## config.mk

```make
export PLATFORM = sky130hd
export DESIGN_NAME = seq_div8
export DESIGN_NICKNAME = d
export VERILOG_FILES = /design/src/rtl/seq_div8.sv
export SDC_FILE = /design/constraint.sdc
export NUM_CORES = 1
export LEC_CHECK = 0
export BUFFER_PORTS_ARGS = -buffer_cell sky130_fd_sc_hd__buf_2
export CELL_PAD_IN_SITES_DETAIL_PLACEMENT = 1
export CELL_PAD_IN_SITES_GLOBAL_PLACEMENT = 1
export CORE_MARGIN = 10
export CORE_UTILIZATION = 44
export CTS_BUF_LIST = sky130_fd_sc_hd__clkbuf_16
export CTS_CLUSTER_SIZE = 28
export DETAILED_ROUTE_END_ITERATION = 8
export PLACE_DENSITY = 0.85
export SETUP_SLACK_MARGIN = 0.5
export SLEW_MARGIN = 15
export SYNTH_ARGS = -nofsm -noshare
export SYNTH_HDL_FRONTEND = slang
export SYNTH_SLANG_ARGS = --single-unit
```

## constraint.sdc

```tcl
create_clock -name clk -period 2.45 [get_ports clk]
set_clock_uncertainty 0.05 [all_clocks]
set_input_delay 0.49 -clock clk [delete_from_list [all_inputs] [get_ports clk]]
set_output_delay 0.49 -clock clk [all_outputs]
set_load 0.03 [all_outputs]
```

## src/rtl/seq_div8.sv

```systemverilog
// seq_div8: multi-cycle unsigned restoring divider, one trial subtraction per clock.
module seq_div8 #(
  parameter int WIDTH = 8,
  parameter int CNT_W = 4
) (
  input  logic             clk,
  input  logic             rst,
  input  logic             start,
  input  logic [WIDTH-1:0] din1,
  input  logic [WIDTH-1:0] din2,
  output logic             busy,
  output logic             done,
  output logic [WIDTH-1:0] quotient,
  output logic [WIDTH-1:0] remainder,
  output logic             div_by_zero
);
  typedef enum logic [1:0] {IDLE, CALC, DONE} state_t;
  state_t state_q, state_d;
  logic [WIDTH-1:0] d_q, d_d, q_q, q_d, r_q, r_d, quo_q, quo_d, rem_q, rem_d;
  logic [CNT_W-1:0] cnt_q, cnt_d;
  logic dbz_q, dbz_d;
  logic [WIDTH:0] t;
  logic [WIDTH+1:0] s;
  logic q_bit;
  // Divisor is zero-extended before inversion so the top sum bit is set exactly when T >= D.
  always_comb begin
    t = {r_q, q_q[WIDTH-1]};
    s = {1'b0, t} + {1'b0, ~{1'b0, d_q}} + (WIDTH+2)'(1);
    q_bit = s[WIDTH+1];
    state_d = state_q;
    d_d = d_q;
    q_d = q_q;
    r_d = r_q;
    cnt_d = cnt_q;
    quo_d = quo_q;
    rem_d = rem_q;
    dbz_d = dbz_q;
    if (state_q == CALC) begin
      r_d = q_bit ? s[WIDTH-1:0] : t[WIDTH-1:0];
      q_d = {q_q[WIDTH-2:0], q_bit};
      cnt_d = cnt_q + CNT_W'(1);
      if (cnt_q == CNT_W'(WIDTH-1)) begin
        state_d = DONE;
        quo_d = q_d;
        rem_d = r_d;
        dbz_d = 1'b0;
      end
    end else if (start) begin
      d_d = din2;
      q_d = din1;
      r_d = '0;
      cnt_d = '0;
      state_d = (din2 != '0) ? CALC : DONE;
      if (din2 == '0) begin
        quo_d = '1;
        rem_d = din1;
        dbz_d = 1'b1;
      end
    end else begin
      state_d = IDLE;
    end
  end
  always_ff @(posedge clk or posedge rst) begin
    if (rst) begin
      state_q <= IDLE;
      d_q <= '0;
      q_q <= '0;
      r_q <= '0;
      cnt_q <= '0;
      quo_q <= '0;
      rem_q <= '0;
      dbz_q <= 1'b0;
    end else begin
      state_q <= state_d;
      d_q <= d_d;
      q_q <= q_d;
      r_q <= r_d;
      cnt_q <= cnt_d;
      quo_q <= quo_d;
      rem_q <= rem_d;
      dbz_q <= dbz_d;
    end
  end
  assign busy = (state_q == CALC);
  assign done = (state_q == DONE);
  assign quotient = quo_q;
  assign remainder = rem_q;
  assign div_by_zero = dbz_q;
endmodule

```

==> results_dict.tcl <==
set metrics [dict create \
    netlist_instances 240 \
    ys_types 48 \
    crit_path_cell_trace "ha_4, a21o_1, a221oi_4, buf_6, o21ai_2, nor2_1, a31oi_4, o21ai_1" \
    nets 330 \
    crit_path_start_kind "flop" \
    synth_largest_area_cell "dfrtp_1" \
    syn_nets 269 \
    finalMaxSlewViolations 0 \
    max_stage_delay_ns 0.46 \
    synth_seq_area_share 0.480 \
    area_growth_pct 35.7 \
    finalSetupViolations 0 \
    ys.flop_type "dfrtp_1" \
    ioPinCount 38 \
    nFillCells 605 \
    worst_pin_slew_ns 0.876 \
    postCtsHoldBufs 0 \
    wire_per_inst_um 23.9 \
    die-area_mm2 0.00896 \
    drive_gt1_frac 0.478 \
    initial_core_util 0.448 \
    yosys.area_share.simple 0.151 \
    synth_top_family_by_area "compound AO/OA/AOI/OAI gates" \
    clk_path_buf_depth 2 \
    synth_edf_count 0 \
    endpoint_kind "flop" \
    crit_type "reg2reg" \
    path_buf_inv 1 \
    path_delay_family "compound AO/OA/AOI/OAI gates" \
    async_flop_share 1.00 \
    track_usage 0.178 \
    grt_start_max_net_pins 33 \
    yosysTopAreaCellShare 0.480 \
    rsz0062_at_grt "yes" \
    gp_congestion 0.819 \
    fin_crit_ns 2.21 \
    fp.dieW_um 94.7 \
    yosys_warnings 0 \
    ys_seq_elements 47 \
    cts-root-buf "clkbuf_16" \
    syn_avg_cell_area_um2 10.2 \
    clk_latency_ns 0.29 \
    wl_mm 8.93 \
    cts_tree "built" \
    most-common-layout-cells "43 x dfrtp_1, 37 x buf_2, 23 x nand2_1" \
    grt_overflow_total 0 \
    relSlewSlack 0.414 \
    hpwl_mm 4.82 \
    critical_path_arrival_ns 2.35 \
    io_buffers 37 \
    die_h_um 94.7 \
    synth_compound_area_frac 0.170 \
    ff_latch_area_mm2 0.00118 \
    required_ns 2.59 \
    drc 0 \
    max_freq_mhz 452 \
    antenna_found_initial 0 \
    final_common_cell "dfrtp_1" \
    fin_tns_setup_ns 0 \
    multi_input_area_mm2 0.00145 \
    h-tree-depth 2 \
    finalCritPeriodShare 0.903 \
    syn-cell-area_mm2 0.00245 \
    drtIter0Drc 88 \
    grt_first_pass_wirelength_mm 12.4 \
    vias 2176 \
    synth_fa_ha_area_frac 0.0541 \
    hold_class "in2async" \
    synth.area.mux_share 0.0776 \
    num_antenna_cells 0 \
    vias_per_cell 5.83 \
    ant_nets 0 \
    synthTopCellsByArea "dfrtp_1 48%, ha_1 4.6%, mux2i_1 4.1%" \
    num_rows 27 \
    cts.sinks 47 \
    status "finished, final reports clean" \
    grt_pass1_vias 2257 \
    synth_xor_area_frac 0.0107 \
    fp.coreArea_mm2 0.00547 \
    path_max_fanout 4 \
    clkTransAtPathRegs_ns 0.07 \
    detail_route.first_pass.iterations 5 \
    cts_made_buffers 5 \
    cp_slowest_cell "dfrtp_2" \
    final_hold_viol_count 0 \
    maxCapViolCount 0 \
]
==> metrics by stage <==
stage / hold WS [ns] / instance area, µm² / instances / utilization / setup slack [ns]
6_report: 0.131 / 3330 / 373 / 0.608 / 0.238
5_1_grt: 0.160 / 3330 / 373 / 0.608 / 0.199
4_1_cts: 0.141 / 3080 / 357 / 0.562 / 0.310
3_5_place_dp: 0.439 / 2720 / 342 / 0.497 / 0.210
3_3_place_gp: 0.417 / 2720 / 342 / 0.497 / 0.297
2_1_floorplan: 0.415 / 2500 / 240 / - / 0.462
==> flip-flops by register name (all words and copies together), names as in the netlist <==
signal / cells
cnt_q: 4
d_q: 8
div_by_zero: 1
q_q: 8
quotient: 8
r_q: 8
remainder: 8
state_q: 2
==> cell usage after synthesis, types with 4 or more instances <==
master and count:
dfrtp_1 47, nand2_1 26, nor2_1 22, o21ai_0 17, inv_1 16, a21oi_1 15, mux2i_1 10, ha_1 9
mux2_2 8, a31oi_1 6, a21o_1 4, nand3_1 4
==> metal layers <==
| metal | wire length (µm) | global-route usage |
|---|---|---|
| met5 | 0 | 0 |
| met4 | 310 | 0.0474 |
| met3 | 367 | 0.0317 |
| met2 | 4580 | 0.316 |
| met1 | 3660 | 0.217 |
==> cell families after synthesis <==
family,after synthesis
AO/OA/AOI/OAI,61
XOR/XNOR,3
adder cells (fa/ha/maj),10
buffers and inverters,27
flip-flops,47
multiplexers,18
AND/OR/NAND/NOR,74
==> final timing paths <==
kind,from,end,slack [ns],cells after the start
worst max-delay path,r_q[3]$_DFFE_PP0N_,remainder[6]$_DFFE_PP0P_,0.24,8
max in group asynchronous,rst,r_q[4]$_DFFE_PP0N_,1.60,3
worst min-delay path,rst,d_q[2]$_DFFE_PP0P_,0.13,2
worst min register to register,quotient[7]$_DFFE_PP0P_,quotient[7]$_DFFE_PP0P_,0.45,1
min in group clk,din2[3],d_q[3]$_DFFE_PP0P_,0.41,2
worst max register to register,r_q[3]$_DFFE_PP0N_,remainder[6]$_DFFE_PP0P_,0.24,8
==> timing repair <==
item,4_1_cts,5_1_grt
pin swaps,6,21
gates cloned,1,0
endpoints found under the setup margin,17,22
setup buffers,7,16
gates resized for setup,38,33
==> area by class of cell <==
cell class,count,area share
repair buffers,63,0.119
clock inverters,2,0.00414
inverters,17,0.0203
clock buffers,5,0.0376
well taps,72,0.0271
multi-input cells,167,0.437
flip-flops and latches,47,0.355
==> worst register-to-register path: cells and delay by family, from the launching register on <==
family / cells / cell delay, ns
and+or+nand+nor: 1 / 0.22
buffers and inverters: 1 / 0.17
DFF: 1 / 0.46
AOI/OAI and AO/OA: 5 / 0.94
adders and majority gates: 1 / 0.28
Power is left out: the tool's default activity adds up to more than one toggle a clock period on the data nets, which glitch-free logic cannot reach.
